$ cat src/rtl/mps_intl_pkg.sv
// Shared constants for the analog interlock detector: default sizes and the
// "never trip" threshold reset window.
package mps_intl_pkg;

  localparam int N_CH_DEF = 18;
  localparam int DW_DEF   = 16;
  localparam int CH_W     = 5;

  localparam logic [DW_DEF-1:0] THR_HI_RST = 16'h7FFF;
  localparam logic [DW_DEF-1:0] THR_LO_RST = 16'h8000;

  // Widest window representable in a DW-bit two's-complement sample.
  function automatic logic [63:0] thr_hi_max(input int dw);
    thr_hi_max = (64'd1 << (dw - 1)) - 64'd1;
  endfunction

  function automatic logic [63:0] thr_lo_min(input int dw);
    thr_lo_min = 64'd1 << (dw - 1);
  endfunction

endpackage

$ cat src/rtl/mps_intl_ch_debounce.sv
// One channel: threshold window, saturating out-of-window debounce counter and
// fault latch. Latch sets 1 clk after the tripping sample; no backpressure.
module mps_intl_ch_debounce
  import mps_intl_pkg::*;
#(
  parameter int DW       = DW_DEF,
  parameter int DEBOUNCE = 4,
  parameter int CNT_W    = $clog2(DEBOUNCE + 1)
) (
  input  logic                 i_clk,
  input  logic                 i_rst,
  input  logic                 i_hit,
  input  logic signed [DW-1:0] i_data,
  input  logic                 i_thr_we,
  input  logic signed [DW-1:0] i_thr_hi,
  input  logic signed [DW-1:0] i_thr_lo,
  input  logic                 i_en,
  input  logic                 i_clr,
  output logic                 o_intl,
  output logic                 o_trip
);

  localparam logic [63:0]      HI_RST64 = thr_hi_max(DW);
  localparam logic [63:0]      LO_RST64 = thr_lo_min(DW);
  localparam logic [DW-1:0]    HI_RST   = HI_RST64[DW-1:0];
  localparam logic [DW-1:0]    LO_RST   = LO_RST64[DW-1:0];
  localparam logic [CNT_W-1:0] CNT_MAX  = CNT_W'(DEBOUNCE);
  localparam logic [CNT_W-1:0] CNT_LAST = CNT_W'(DEBOUNCE - 1);

  logic signed [DW-1:0] thr_hi_q, thr_hi_d;
  logic signed [DW-1:0] thr_lo_q, thr_lo_d;
  logic [CNT_W-1:0]     cnt_q, cnt_d;
  logic                 intl_q, intl_d;
  logic                 out_win;
  logic                 trip;

  always_comb begin
    out_win  = (i_data > thr_hi_q) || (i_data < thr_lo_q);
    trip     = i_hit && out_win && (cnt_q == CNT_LAST);

    thr_hi_d = thr_hi_q;
    thr_lo_d = thr_lo_q;
    if (i_thr_we) begin
      thr_hi_d = i_thr_hi;
      thr_lo_d = i_thr_lo;
    end

    cnt_d = cnt_q;
    if (i_hit) begin
      if (!out_win) begin
        cnt_d = '0;
      end else if (cnt_q < CNT_MAX) begin
        cnt_d = cnt_q + 1'b1;
      end
    end
    // The sample above was judged on the old window; any zeroing source wins.
    if (i_thr_we || i_clr || !i_en) begin
      cnt_d = '0;
    end

    intl_d = trip | (intl_q & ~i_clr);
  end

  always_ff @(posedge i_clk or negedge i_rst) begin
    if (!i_rst) begin
      thr_hi_q <= HI_RST;
      thr_lo_q <= LO_RST;
      cnt_q    <= '0;
      intl_q   <= 1'b0;
    end else begin
      thr_hi_q <= thr_hi_d;
      thr_lo_q <= thr_lo_d;
      cnt_q    <= cnt_d;
      intl_q   <= intl_d;
    end
  end

  assign o_intl = intl_q;
  assign o_trip = trip;

endmodule

$ cat src/rtl/mps_analog_intl_detect.sv
// Analog interlock vector: decodes the muxed ADC stream to per-channel debouncers,
// keeps the first-fault record and a registered OR. o_intl is 1 clk after the sample.
module mps_analog_intl_detect
  import mps_intl_pkg::*;
#(
  parameter int N_CH     = N_CH_DEF,
  parameter int DW       = DW_DEF,
  parameter int DEBOUNCE = 4,
  parameter int CNT_W    = $clog2(DEBOUNCE + 1)
) (
  input  logic            i_clk,
  input  logic            i_rst,
  input  logic            i_adc_valid,
  input  logic [CH_W-1:0] i_adc_ch,
  input  logic [DW-1:0]   i_adc_data,
  input  logic            i_thr_we,
  input  logic [CH_W-1:0] i_thr_sel,
  input  logic [DW-1:0]   i_thr_hi,
  input  logic [DW-1:0]   i_thr_lo,
  input  logic [N_CH-1:0] i_ch_en,
  input  logic            i_intl_clr,
  output logic [N_CH-1:0] o_intl,
  output logic            o_intl_any,
  output logic            o_first_valid,
  output logic [CH_W-1:0] o_first_ch
);

  logic [N_CH-1:0] hit;
  logic [N_CH-1:0] thr_we;
  logic [N_CH-1:0] trip;
  logic [N_CH-1:0] intl;

  // Index equality against a per-channel constant also rejects ch >= N_CH.
  for (genvar g = 0; g < N_CH; g++) begin : g_ch
    assign hit[g]    = i_adc_valid && (i_adc_ch == CH_W'(g)) && i_ch_en[g];
    assign thr_we[g] = i_thr_we && (i_thr_sel == CH_W'(g));

    mps_intl_ch_debounce #(
      .DW       (DW),
      .DEBOUNCE (DEBOUNCE),
      .CNT_W    (CNT_W)
    ) u_ch (
      .i_clk    (i_clk),
      .i_rst    (i_rst),
      .i_hit    (hit[g]),
      .i_data   (i_adc_data),
      .i_thr_we (thr_we[g]),
      .i_thr_hi (i_thr_hi),
      .i_thr_lo (i_thr_lo),
      .i_en     (i_ch_en[g]),
      .i_clr    (i_intl_clr),
      .o_intl   (intl[g]),
      .o_trip   (trip[g])
    );
  end

  logic            intl_any_q, intl_any_d;
  logic            first_valid_q, first_valid_d;
  logic [CH_W-1:0] first_ch_q, first_ch_d;
  logic [CH_W-1:0] trip_idx;

  always_comb begin
    trip_idx = '0;
    for (int i = 0; i < N_CH; i++) begin
      if (trip[i]) begin
        trip_idx = CH_W'(i);
      end
    end

    first_valid_d = first_valid_q;
    first_ch_d    = first_ch_q;
    if (i_intl_clr) begin
      first_valid_d = 1'b0;
    end
    // A trip coinciding with a clear becomes the new first fault.
    if ((|trip) && (!first_valid_q || i_intl_clr)) begin
      first_valid_d = 1'b1;
      first_ch_d    = trip_idx;
    end

    intl_any_d = |intl;
  end

  always_ff @(posedge i_clk or negedge i_rst) begin
    if (!i_rst) begin
      intl_any_q    <= 1'b0;
      first_valid_q <= 1'b0;
      first_ch_q    <= '0;
    end else begin
      intl_any_q    <= intl_any_d;
      first_valid_q <= first_valid_d;
      first_ch_q    <= first_ch_d;
    end
  end

  assign o_intl        = intl;
  assign o_intl_any    = intl_any_q;
  assign o_first_valid = first_valid_q;
  assign o_first_ch    = first_ch_q;

endmodule
$ cat config.mk
export PLATFORM = sky130hd
export DESIGN_NAME = mps_analog_intl_detect
export DESIGN_NICKNAME = d
export VERILOG_FILES = /design/src/rtl/mps_intl_pkg.sv /design/src/rtl/mps_intl_ch_debounce.sv /design/src/rtl/mps_analog_intl_detect.sv
export SDC_FILE = /design/constraint.sdc
export NUM_CORES = 2
export LEC_CHECK = 0
export CORE_MARGIN = 8
export CORE_UTILIZATION = 30
export DETAILED_ROUTE_END_ITERATION = 7
export GPL_ROUTABILITY_DRIVEN = 0
export GPL_TIMING_DRIVEN = 0
export SLEW_MARGIN = 0
export SYNTH_ARGS = -nofsm -noshare
export SYNTH_HDL_FRONTEND = slang
export SYNTH_SLANG_ARGS = --single-unit
$ cat constraint.sdc
create_clock -name i_clk -period 3.6 [get_ports i_clk]
set_input_delay 0.72 -clock i_clk [delete_from_list [all_inputs] [get_ports i_clk]]
set_output_delay 0.72 -clock i_clk [all_outputs]
set_load 0.1 [all_outputs]
* Yosys cells after proc, flatten, opt, wreduce, memory -nomap -nowiden
Index checks and enable logic that the tools add are counted.
** Operators by class
- Add/subtract/negate cells :: 18
- Order comparisons :: 54
- Reduce and logical (&&, ||, !) cells :: 206
- Bitwise operators :: 37
- Equal/unequal tests :: 70
- Multiplexer cells :: 91
** Operator list (number)
- $gt A16 B16 Y1 :: 18
- $lt A16 B16 Y1 :: 18
- $mux W3 :: 72
- $logic_and A1 B1 Y1 :: 91
- $eq A5 B4 Y1 const B :: 16
- $mux W5 :: 15
- $logic_or A1 B1 Y1 :: 55
- $add A3 B1 Y3 const B :: 18
- $eq A3 B2 Y1 const B :: 18
- $lt A3 B3 Y1 const B :: 18
- $ne A3 B3 Y1 const B :: 18
- $eq A5 B3 Y1 const B :: 8
- $reduce_bool A2 Y1 :: 19
- $reduce_and A2 Y1 :: 18
- $reduce_or A18 Y1 :: 2
- $eq A5 B2 Y1 const B :: 4
- $eq A5 B5 Y1 const B :: 4
- $logic_not A1 Y1 :: 19
- $and A1 B1 Y1 :: 18
- $or A1 B1 Y1 :: 18
- $eq A5 B1 Y1 const B :: 2
- $logic_not A5 Y1 :: 2
- $mux W1 :: 3
- $mux W2 :: 1
- $not A1 Y1 :: 1
** Storage, ports and cells
- Register bits :: 655
- Output and inout bits :: 25
- Bits of input ports :: 81
- Word-level logic and storage cells :: 551

* Longest topological paths before layout
- Depth in word-level cells :: 22
- Depth in mapped cells :: 13
- Mapped depth without buffers :: 11

* Hierarchy
From an unflattened synthesis, not the netlist that was laid out.
** Unflattened totals
- Cell total of the unflattened synthesis :: 4409
- Area total of the unflattened synthesis :: 39883.3 um^2
** Modules (own cells, without submodules)
- mps_intl_ch_debounce at g_ch[13].u_ch ... :: cells an instance 239, area an instance 2164.6 um^2, instances 11, sequential area each 920.9 um^2
- mps_intl_ch_debounce at g_ch[0].u_ch ... :: cells an instance 238, area an instance 2180.8 um^2, instances 6, sequential area each 920.9 um^2
- mps_intl_ch_debounce at g_ch[17].u_ch :: cells an instance 236, area an instance 2169.6 um^2, instances 1, sequential area each 920.9 um^2
- mps_analog_intl_detect :: cells an instance 116, area an instance 818.3 um^2, instances 1, sequential area each 175.2 um^2

* Least setup slack after synthesis
OpenSTA, ideal clock, no wires.
- Path kind :: input port to flip-flop
- Start point :: input i_adc_data[0]
- End point :: register first_ch_q[2], in the netlist o_first_ch[2]
- Arrival :: 3.572 ns
- Data required time :: 3.475 ns
- Stages on the path :: 13
- Setup slack :: -0.098 ns
- Library setup time :: 0.125 ns
- Buffers on the path :: 2
- Cell sequence :: buf_2 > buf_2 > inv_1 > ha_1 > nor2b_1 > o211ai_1 > a21boi_0 > a2111oi_1 > o22ai_1 > a311oi_2 > nand4_2 > o31ai_4 > mux2_4
** Between the ends
- Word-level cells in the longest chain between the ends :: 18
- Elaborated cells between the ends (all ways) :: 106
- Those cells by class :: order compare (36); mux (14); reduce/logical (56)
** Ends and longest elaborated chain
- from (decl) :: RTL line mps_analog_intl_detect.sv:15 : input logic [DW-1:0] i_adc_data,
- $gt A16 B16 Y1 / $lt A16 B16 Y1 (equally long branches) :: RTL line mps_intl_ch_debounce.sv:38 : out_win = (i_data > thr_hi_q) || (i_data < thr_lo_q);
- $logic_or A1 B1 Y1 :: RTL line mps_intl_ch_debounce.sv:38
- $logic_and A1 B1 Y1 (2 in a row) :: RTL line mps_intl_ch_debounce.sv:39 : trip = i_hit && out_win && (cnt_q == CNT_LAST);
- $mux W5 (14 in a row) :: RTL line mps_analog_intl_detect.sv:65 : if (trip[i]) begin
- to (signal assigned) :: RTL line mps_analog_intl_detect.sv:92 : first_ch_q <= first_ch_d;
- to (decl) :: RTL line mps_analog_intl_detect.sv:59 : logic [CH_W-1:0] first_ch_q, first_ch_d;
Several ways; a longest one is shown, not always the timed one.
A chain may end at the register's enable or synchronous reset.

* Worst setup path in the final report
- Start point :: input i_adc_data[11]
- End point :: register first_ch_q[2], in the netlist o_first_ch[2]
Same word-level chain as after synthesis.

==> results.cfg <==
[worst_setup_path]
path_max_fanout = 36
path_depth = 11
crit_path_start_kind = primary input
critPathBufInv = 1
cpPeakStageDelay_ps = 490
crit_family = compound AO/OA/AOI/OAI gates
cpMaxStageDelayCell = buf_6
crit_type = primary input to register
endpoint_kind = register
required_ps = 4120
rr_worst_depth = 11
crit_top_cell = o31ai_4
crit_chain = buf_6 -> ha_1 -> nand4_1 -> or3_1 -> nor4_1 -> o32a_1 -> o31ai_4 -> a22oi_2 -> nand4_2 -> o31ai_4 -> mux2_4
arrival_ps = 4130

[finish]
seqCellArea_mm2 = 0.01675
area_growth_pct = 15.30
fillCellCount = 13430
fin_nets = 4869
final_cells = 6032
drive_gt1_share_pct = 20.89
multi_input_area_mm2 = 0.02093

[clocking]
cts.clk_slew.worst_paths_ps = 60
htreeDepth = 3
cts.hold.buffers_added = 0
root_buffer = clkbuf_16
numCtsBuffers = 76
insertion_delay_ps = 640
cts.path.max_buffers = 3
tritoncts = done
cts_num_sinks = 655

[logic_synthesis]
yosys-top-cells-area = dfrtp_1, dfstp_2, ha_1
synth.avg_cell_area_um2 = 10.06
synth_cell_type_count = 95
netlist_area_mm2 = 0.04044
yosys.area.top_type = dfrtp_1
synth_edf_count = 0
seq_area_frac_synth_pct = 41.42
async_flop_share_pct = 100.0
synthFlopType = dfrtp_1
yosysWarnings = 0
synth_nets = 4697
synth_top_area_share_pct = 22.71
syn_inst = 4022
ys_seq_elements = 655

[hold_path]
min_path_type = primary input to async pin

[sta]
slew_headroom_pct = 17.27
fin_setup_tns_ps = -9.508
finalClockSkew_ps = 21.37
maxClockFrequency_ghz = 0.2770
setup_ws_ps = -9.508
hold_viol = 0
period_share_pct = 100.3
worst_pin_slew_ps = 1241
period_minus_slack_ps = 3610
setup_viol = 1
slew_viol_final = 0

[global_routing]
busiest_layer = met2
grt_pass1_wl_mm = 182.0
grt_pass1_vias = 30650
grt_max_degree = 124
gr-usage-met3_pct = 2.167
antenna_found_initial = 5
grt_util_met1_pct = 21.86
use_met2_pct = 26.01
gr-total-overflow = 0
grtUsageTotal_pct = 15.94

[pwr]
ir_drop_v = 0.0004169
p_leak_nw = 21.19
power.total_w = 0.02389
p_per_area_mw_per_mm2 = 512.2

[die]
start_util_pct = 30.27
die_h_um = 383.2
ios = 106
dieArea_mm2 = 0.1468
dieWidth_um = 383.2
core_mm2 = 0.1336
fp-row-count = 134

[placed_design]
place.port_buffers = 71
dpl.hpwl_mm = 81.71
place_inst = 5873

[run_status]
outcome = complete, but fails checks
violations = setup timing

[detailed_routing]
drc = 0
dr.pass1.iters = 5
final_antenna_net_count = 0
drt-vias-per-instance = 5.058
vias = 30510
wl_per_cell_um = 19.73
drtIter0Drc = 2129
wl_mm = 119.0

[job]
maxCapViolCount = 0
[sequential cells by signal (all words and copies together), names as in the netlist]
| signal | count |
|---|---|
| g_ch.u_ch.o_intl | 18 |
| g_ch.u_ch.cnt_q | 54 |
| g_ch.u_ch.thr_hi_q | 288 |
| o_first_valid | 1 |
| g_ch.u_ch.thr_lo_q | 288 |
| o_intl_any | 1 |
| o_first_ch | 5 |
[through the flow]
step / utilization, % / hold WS, ps / cell area [µm²] / setup slack [ps]
2_1_floorplan: - / 424.4 / 40450 / 13.30
3_3_place_gp: 32.46 / 478.8 / 43370 / -28310
3_5_place_dp: 32.65 / 484.8 / 43630 / -2214
4_1_cts: 34.80 / 141.2 / 46510 / 7.734
5_1_grt: 34.89 / 188.4 / 46620 / -6.611
6_report: 34.90 / 138.8 / 46630 / -9.508
[synthesized netlist by cell type (5+ instances only)]
| master | instances |
|---|---|
| nor2b_1 | 37 |
| buf_4 | 18 |
| mux2_2 | 367 |
| o22ai_1 | 8 |
| a2111o_1 | 5 |
| nand4_1 | 88 |
| a32o_1 | 5 |
| nor3_1 | 48 |
| a21o_1 | 53 |
| a21boi_0 | 8 |
| nand3_1 | 77 |
| a41oi_1 | 5 |
| and3_1 | 27 |
| and4_1 | 11 |
| o211ai_1 | 27 |
| o21ai_1 | 7 |
| o221ai_1 | 7 |
| dfrtp_1 | 367 |
| nand3b_1 | 5 |
| a211oi_1 | 25 |
| or3_1 | 5 |
| o21ai_0 | 287 |
| nand2_1 | 325 |
| a221oi_1 | 6 |
| clkbuf_1 | 91 |
| o21bai_1 | 5 |
| ha_1 | 594 |
| or4_1 | 5 |
| dfstp_2 | 288 |
| inv_1 | 609 |
| a2111oi_0 | 29 |
| nand2b_1 | 28 |
| a211o_1 | 6 |
| a21oi_1 | 151 |
| mux2i_1 | 15 |
| a22o_1 | 8 |
| nor4_1 | 19 |
| nor2_1 | 142 |
| buf_1 | 57 |
| o21a_1 | 22 |
| a22oi_1 | 13 |
| nor3b_1 | 12 |
| a31oi_1 | 19 |
[metal layers]
metal | vias to the layer above | wire length [µm]
met3 | 194 | 5894
met5 | - | 0
met4 | 0 | 3867
li1 | 14380 | -
met1 | 15260 | 55050
met2 | 671 | 54190
[repair_timing]
item / CTS / global route
pin swaps: 4 / 8
buffers inserted: 7 / 4
cloned: 0 / 0
resized for setup: 49 / 11
endpoints found under the setup margin: 56 / 3
[cells in the final DEF (no fill, tap or decap), types with 7 or more instances in the layout]
cell type / Yosys / routed
dfstp_2: 288 / 288
a21boi_0: 8 / 8
a21oi_1: 151 / 150
clkdlybuf4s50_1: 0 / 55
buf_1: 57 / 57
buf_12: 0 / 7
and4_1: 11 / 11
mux2_2: 367 / 367
and3_1: 27 / 27
nor3b_1: 12 / 11
nand4_1: 88 / 88
inv_1: 609 / 608
nor4_1: 19 / 18
nand2b_1: 28 / 28
a22oi_1: 13 / 13
diode_2: 0 / 8
o21ai_0: 287 / 287
clkbuf_8: 0 / 12
nor3_1: 48 / 48
o21ai_1: 7 / 7
nand2_1: 325 / 325
buf_4: 18 / 30
o211ai_1: 27 / 27
buf_8: 0 / 7
mux2i_1: 15 / 15
o21a_1: 22 / 22
clkbuf_16: 0 / 79
a211oi_1: 25 / 25
nor2b_1: 37 / 37
a21o_1: 53 / 53
a31oi_1: 19 / 16
a22o_1: 8 / 8
nor2_1: 142 / 142
a2111oi_0: 29 / 26
clkinv_2: 0 / 11
buf_16: 0 / 8
clkbuf_1: 91 / 115
dfrtp_1: 367 / 367
ha_1: 594 / 593
nand3_1: 77 / 77
[logic make-up after synthesis]
logic type / count (synthesis) / synth area share (%)
compound gates: 752 / 11.86
mux: 383 / 10.63
xor+xnor: 1 / 0.02166
fa+ha+maj: 594 / 18.38
flops: 655 / 41.42
simple gates: 858 / 10.30
buf+inv: 779 / 7.403
[power by group]
group          leakage [nW]  internal, W  total (W)  switching (W)
Sequential             7.64      0.00920    0.00971       0.000512
Combinational          12.3      0.00265    0.00617        0.00352
Clock                  1.24      0.00473    0.00800        0.00328
[final timing paths]
kind | startpoint | end | slack [ps]
worst max-delay path | i_adc_data[11] | o_first_ch[2] | -10
worst min-delay path | i_rst | g_ch[15].u_ch.thr_lo_q[2] | 140
worst max register to register | g_ch[13].u_ch.thr_hi_q[7] | o_first_ch[2] | 60
worst min register to register | g_ch[11].u_ch.thr_lo_q[0] | g_ch[11].u_ch.thr_lo_q[0] | 500
max in group asynchronous | i_rst | g_ch[17].u_ch.thr_lo_q[11] | 1840
min in group i_clk | g_ch[11].u_ch.thr_lo_q[0] | g_ch[11].u_ch.thr_lo_q[0] | 500
[final cells by class]
type | instances | area share [%]
inverters | 611 | 4.926
clock inverters | 25 | 0.6762
well taps | 1768 | 4.744
plain buffers | 168 | 1.548
multi-input cells | 2588 | 44.89
flip-flops and latches | 655 | 35.92
repair buffers | 94 | 2.460
diodes | 8 | 0.04293
clock buffers | 115 | 4.787
No activity file was read; power rests on OpenSTA's default activity.
